[src/rtl/nn_host_driver_pkg.sv]
// nn_host_driver_pkg: shared definitions for the NN host driver.
// Holds the status-register address, the run command word and the driver state type.
package nn_host_driver_pkg;
  localparam logic [15:0] STATUS_ADDR     = 16'hC000;
  localparam logic [31:0] STATUS_RUN_WORD = 32'h0000_0001;
  typedef enum logic [2:0] {
    IDLE, LOAD, START, ARM, WAIT, RADDR, RDATA, OUT
  } hd_state_t;
endpackage

[src/rtl/nn_host_driver.sv]
// nn_host_driver: loads words into the accelerator memory map, starts a run,
// waits for it to finish and streams OUT_COUNT output-memory words to the host.
// Ports:
//   clk, reset (async, active-low)
//   cmd_valid/cmd_ready/cmd_addr/cmd_data/cmd_last   load-word stream in
//   nn_write_enable/nn_write_addr/nn_write_data      accelerator write port
//   nn_busy                                          accelerator busy
//   nn_read_addr/nn_read_data                        output-memory read (1-cycle latency)
//   res_valid/res_ready/res_data/res_last            result stream out
//   done                                             pulse after the last result is taken
module nn_host_driver
  import nn_host_driver_pkg::*;
#(
  parameter int MM_DEPTH  = 16,
  parameter int MM_SIZE   = 32,
  parameter int Q_SIZE    = 16,
  parameter int OUT_COUNT = 4
) (
  input  logic                clk,
  input  logic                reset,
  input  logic                cmd_valid,
  output logic                cmd_ready,
  input  logic [MM_DEPTH-1:0] cmd_addr,
  input  logic [MM_SIZE-1:0]  cmd_data,
  input  logic                cmd_last,
  output logic                nn_write_enable,
  output logic [MM_DEPTH-1:0] nn_write_addr,
  output logic [MM_SIZE-1:0]  nn_write_data,
  input  logic                nn_busy,
  output logic [MM_DEPTH-1:0] nn_read_addr,
  input  logic [Q_SIZE-1:0]   nn_read_data,
  output logic                res_valid,
  input  logic                res_ready,
  output logic [Q_SIZE-1:0]   res_data,
  output logic                res_last,
  output logic                done
);
  hd_state_t  state;
  logic [7:0] idx;
  logic       arm_cnt;
  logic       accept;
  logic       idx_last;
  // Gated by reset so every output reads 0 while reset is held.
  assign cmd_ready    = reset & (state == IDLE || state == LOAD) & ~nn_busy;
  assign accept       = cmd_valid & cmd_ready;
  assign idx_last     = idx == 8'(OUT_COUNT - 1);
  assign nn_read_addr = (state == RADDR || state == RDATA) ? MM_DEPTH'(idx) : '0;
  assign res_last     = res_valid & idx_last;
  always_ff @(posedge clk or negedge reset) begin
    if (!reset) begin
      state           <= IDLE;
      idx             <= '0;
      arm_cnt         <= 1'b0;
      nn_write_enable <= 1'b0;
      nn_write_addr   <= '0;
      nn_write_data   <= '0;
      res_valid       <= 1'b0;
      res_data        <= '0;
      done            <= 1'b0;
    end else begin
      nn_write_enable <= 1'b0;
      nn_write_addr   <= '0;
      nn_write_data   <= '0;
      done            <= 1'b0;
      case (state)
        IDLE, LOAD: begin
          if (accept) begin
            nn_write_enable <= 1'b1;
            nn_write_addr   <= cmd_addr;
            nn_write_data   <= cmd_data;
          end
          if (accept && cmd_last) state <= START;
          else if (cmd_valid) state <= LOAD;
        end
        START: if (!nn_busy) begin
          nn_write_enable <= 1'b1;
          nn_write_addr   <= MM_DEPTH'(STATUS_ADDR);
          nn_write_data   <= MM_SIZE'(STATUS_RUN_WORD);
          arm_cnt         <= 1'b0;
          state           <= ARM;
        end
        // Fixed two-cycle window lets the accelerator raise busy before WAIT samples it.
        ARM: begin
          arm_cnt <= 1'b1;
          if (arm_cnt) state <= WAIT;
        end
        WAIT: if (!nn_busy) begin
          idx   <= '0;
          state <= RADDR;
        end
        RADDR: state <= RDATA;
        RDATA: begin
          res_data  <= nn_read_data;
          res_valid <= 1'b1;
          state     <= OUT;
        end
        OUT: if (res_ready) begin
          res_valid <= 1'b0;
          if (idx_last) begin
            done  <= 1'b1;
            idx   <= '0;
            state <= IDLE;
          end else begin
            idx   <= idx + 8'd1;
            state <= RADDR;
          end
        end
        default: state <= IDLE;
      endcase
    end
  end
endmodule
[config.mk]
export PLATFORM = sky130hd
export DESIGN_NAME = nn_host_driver
export DESIGN_NICKNAME = d
export VERILOG_FILES = /design/src/rtl/nn_host_driver_pkg.sv /design/src/rtl/nn_host_driver.sv
export SDC_FILE = /design/constraint.sdc
export NUM_CORES = 1
export LEC_CHECK = 0
export ABC_AREA = 0
export BUFFER_PORTS_ARGS = -buffer_cell sky130_fd_sc_hd__buf_2
export CAP_MARGIN = 20
export CORE_MARGIN = 4
export CORE_UTILIZATION = 46
export DETAILED_ROUTE_END_ITERATION = 7
export PLACE_DENSITY = 0.81
export SYNTH_ARGS = -nofsm -noshare
export SYNTH_HDL_FRONTEND = slang
export SYNTH_SLANG_ARGS = --single-unit
[constraint.sdc]
create_clock -name clk -period 1.9 [get_ports clk]
set_input_delay 0.285 -clock clk [delete_from_list [all_inputs] [get_ports clk]]
set_output_delay 0.285 -clock clk [all_outputs]
set_load 0.005 [all_outputs]
==> results.json <==
{
  "share_seq_of_total_power": 0.439,
  "power_frac_comb": 0.297,
  "crit_required_ns": 1.62,
  "io_buffers": 146,
  "synth_top_area_frac": 0.623,
  "fillers": 506,
  "slew_headroom": 0.368,
  "worstMarginPinSlew_ns": 0.948,
  "arrival_ns": 1.54,
  "p_leak_nw": 2.55,
  "grt_pass1_vias": 2617,
  "nNetsFinal": 480,
  "finalMaxSlewViolations": 0,
  "grt_usage": 0.186,
  "drt_iter0_markers": 67,
  "stdcell_area_um2": 4290,
  "path_max_fanout": 12,
  "die-area_um2": 8290,
  "die_height_um": 91.0,
  "core_area_um2": 6530,
  "finClkSkew_ns": 0.0137,
  "synth.distinct_cells": 39,
  "p_int_w": 0.00341,
  "pwr-share-clk": 0.264,
  "final_layout_size_suffix_gt1_frac": 0.493,
  "cp-start-kind": "input port",
  "synth-edff-count": 0,
  "regArea_um2": 1980,
  "htreeDepth": 3,
  "syn_avg_cell_area_um2": 12.3,
  "swShare": 0.315,
  "remaining_drc_errors": 0,
  "cp_slowest_cell": "dlygate4sd3_1",
  "first_pass_iters": 4,
  "async_flop_share": 1.00,
  "ys.flop_type": "dfrtp_1",
  "synth-seq-cells": 79,
  "grt_start_max_net_pins": 79,
  "fp-row-count": 29,
  "power_density_nw_per_um2": 1160,
  "grt_antenna_before_repair": 1,
  "viasPerCell": 5.15,
  "postSynthCellCount": 257,
  "multiInputGateArea_um2": 1090,
  "synth-seq-area-share": 0.623,
  "final_hold_viol_count": 0,
  "period_minus_slack_ns": 1.83,
  "hold_path_class": "in -> reg",
  "ys.warnings.count": 0,
  "numCtsBuffers": 9,
  "hold_slack_ns": 0.140,
  "placedInstanceArea_um2": 3930,
  "wl_mm": 7.95,
  "cts_buffer_depth": 2,
  "setup.worst_path.class": "in -> out",
  "clkSinkCount": 79,
  "dp_hpwl_mm": 5.45,
  "cpPeakStageDelay_ns": 0.53,
  "critPathTopFamily": "buffers and inverters",
  "place_congestion": 0.901,
  "synthToLayoutAreaGrowth_pct": 35.3,
  "yosysTopAreaCell": "dfrtp_1",
  "max_freq_mhz": 548,
  "critPathBufInv": 4,
  "synth_area_um2": 3170,
  "clkTransAtPathRegs_ns": 0.08,
  "grt_pass1_wl_mm": 12.3,
  "status": "completed",
  "clk_latency_ns": 0.35,
  "initial_core_util": 0.486,
  "grt.overflow.total": 0,
  "cts-root-buf": "clkbuf_8",
  "setup_viol": 0,
  "ios": 155,
  "post-route-util": 0.657,
  "die_w_um": 91.0,
  "layout_worst_path_cycle_share": 0.961,
  "peakVddDrop_uv": 570,
  "antenna_cells": 0,
  "cts_tree": "yes",
  "wl_per_cell_um": 16.2,
  "cap_violations": 0,
  "p_sw_w": 0.00157,
  "postRouteAntennaNets": 0,
  "vias": 2528,
  "endpoint_kind": "primary output",
  "cp_cell_sequence": "dlygate4sd3_1, buf_4, nor4b_4, buf_12, buf_2",
  "yosys-top-cells-area": "dfrtp_1 (62%), and3_1 (11%), mux2_2 (6.0%)"
}
final timing paths:
check / slack [ns] / cells past startpoint / end / startpoint
min reg2reg: 0.50 / 1 / res_data[1] / res_data[1]
max: 0.07 / 5 / cmd_ready / reset
max in group asynchronous: 0.49 / 3 / state[2] / reset
min: 0.14 / 2 / nn_write_data[0] / cmd_data[0]
max reg2reg: 0.22 / 6 / state[0] / state[1]
min in group asynchronous: 0.28 / 2 / state[1] / reset
metrics by stage:
step | setup slack (ns) | setup TNS, ns | std cells | power, W
final | 0.0747 | 0 | 491 | 0.00497
after CTS | 0.0154 | 0 | 485 | 0.00496
after global routing | -0.00415 | -0.00415 | 491 | 0.00530
after global placement | 0.231 | 0 | 466 | 0.00352
after detailed placement | 0.158 | 0 | 466 | 0.00359
after floorplan | 0.379 | 0 | 264 | 0.00309
cell families (layout without fill, tap and decap cells):
group,after synthesis,count (layout),synth area share
buf+inv,29,179,0.0533
other cells,1,8,0.00118
xor+xnor,1,1,0.00276
simple gates,92,92,0.178
mux,21,21,0.0730
compound gates,33,33,0.0643
fa+ha+maj,1,1,0.00394
flops,79,79,0.623
layer usage:
metal / track usage / part of all wire
met5: 0 / 0.0016
met4: 0.0791 / 0.020
met3: 0.0917 / 0.10
met2: 0.295 / 0.49
met1: 0.215 / 0.39
placed cells by master, fill, tap and decap left out, drive strengths merged, types with 2 or more instances in the layout:
| master | Yosys | layout |
|---|---|---|
| a21oi | 9 | 9 |
| buf | 18 | 158 |
| and3 | 56 | 56 |
| nor3 | 3 | 3 |
| inv | 2 | 3 |
| a21o | 3 | 3 |
| or3 | 2 | 2 |
| clkbuf | 9 | 13 |
| mux2 | 17 | 17 |
| nor4b | 2 | 2 |
| a31oi | 2 | 2 |
| a211oi | 2 | 2 |
| nand4 | 2 | 2 |
| mux2i | 4 | 4 |
| nand3 | 9 | 9 |
| and2 | 3 | 3 |
| o21ai | 12 | 12 |
| dfrtp | 79 | 79 |
| nor2 | 4 | 4 |
| nand2 | 6 | 6 |
| clkinv | 0 | 2 |
| conb | 1 | 8 |
power by group through the flow:
stage	logic (W)	registers (W)	clock network (W)
after global routing	0.00164	0.00223	0.00143
after floorplan	0.000961	0.00213	0
after CTS	0.00142	0.00219	0.00135
final	0.00148	0.00219	0.00131
after global placement	0.00131	0.00221	0
after detailed placement	0.00136	0.00223	0
area by class of cell:
class,count,share of cell area
tap,77,0.0225
timing repair buffer,161,0.209
clock inverter,5,0.0149
clock buffer,11,0.0353
sequential,79,0.462
multi-input combinational,156,0.255
inverter,2,0.00175
what timing repair did:
action	CTS	global route
endpoints found under the setup margin	10	9
cloned	0	2
setup buffers	2	4
gates resized for setup	6	2
endpoints found under the hold margin	1	0
hold buffers	1	0
flip-flops by register name, summed over array words and instances (netlist names):
name,cells
arm_cnt,1
done,1
idx,8
nn_write_addr,16
nn_write_data,32
nn_write_enable,1
res_data,16
res_valid,1
state,3
synth_stat cells, types with 2 or more instances:
master and count:
a211oi_1 2, a21o_1 3, a21oi_1 8, a31oi_1 2, and2_1 3, and3_1 56
buf_2 6, buf_4 11, clkbuf_1 6, clkbuf_2 3, dfrtp_1 79, inv_1 2
mux2_2 17, mux2i_1 4, nand2_1 6, nand3_1 8, nand4_1 2, nor2_1 4
nor3_1 3, nor4b_2 2, o21ai_0 9, o21ai_1 3, or3_1 2
Note: power is estimated with default switching activity, not from simulation.
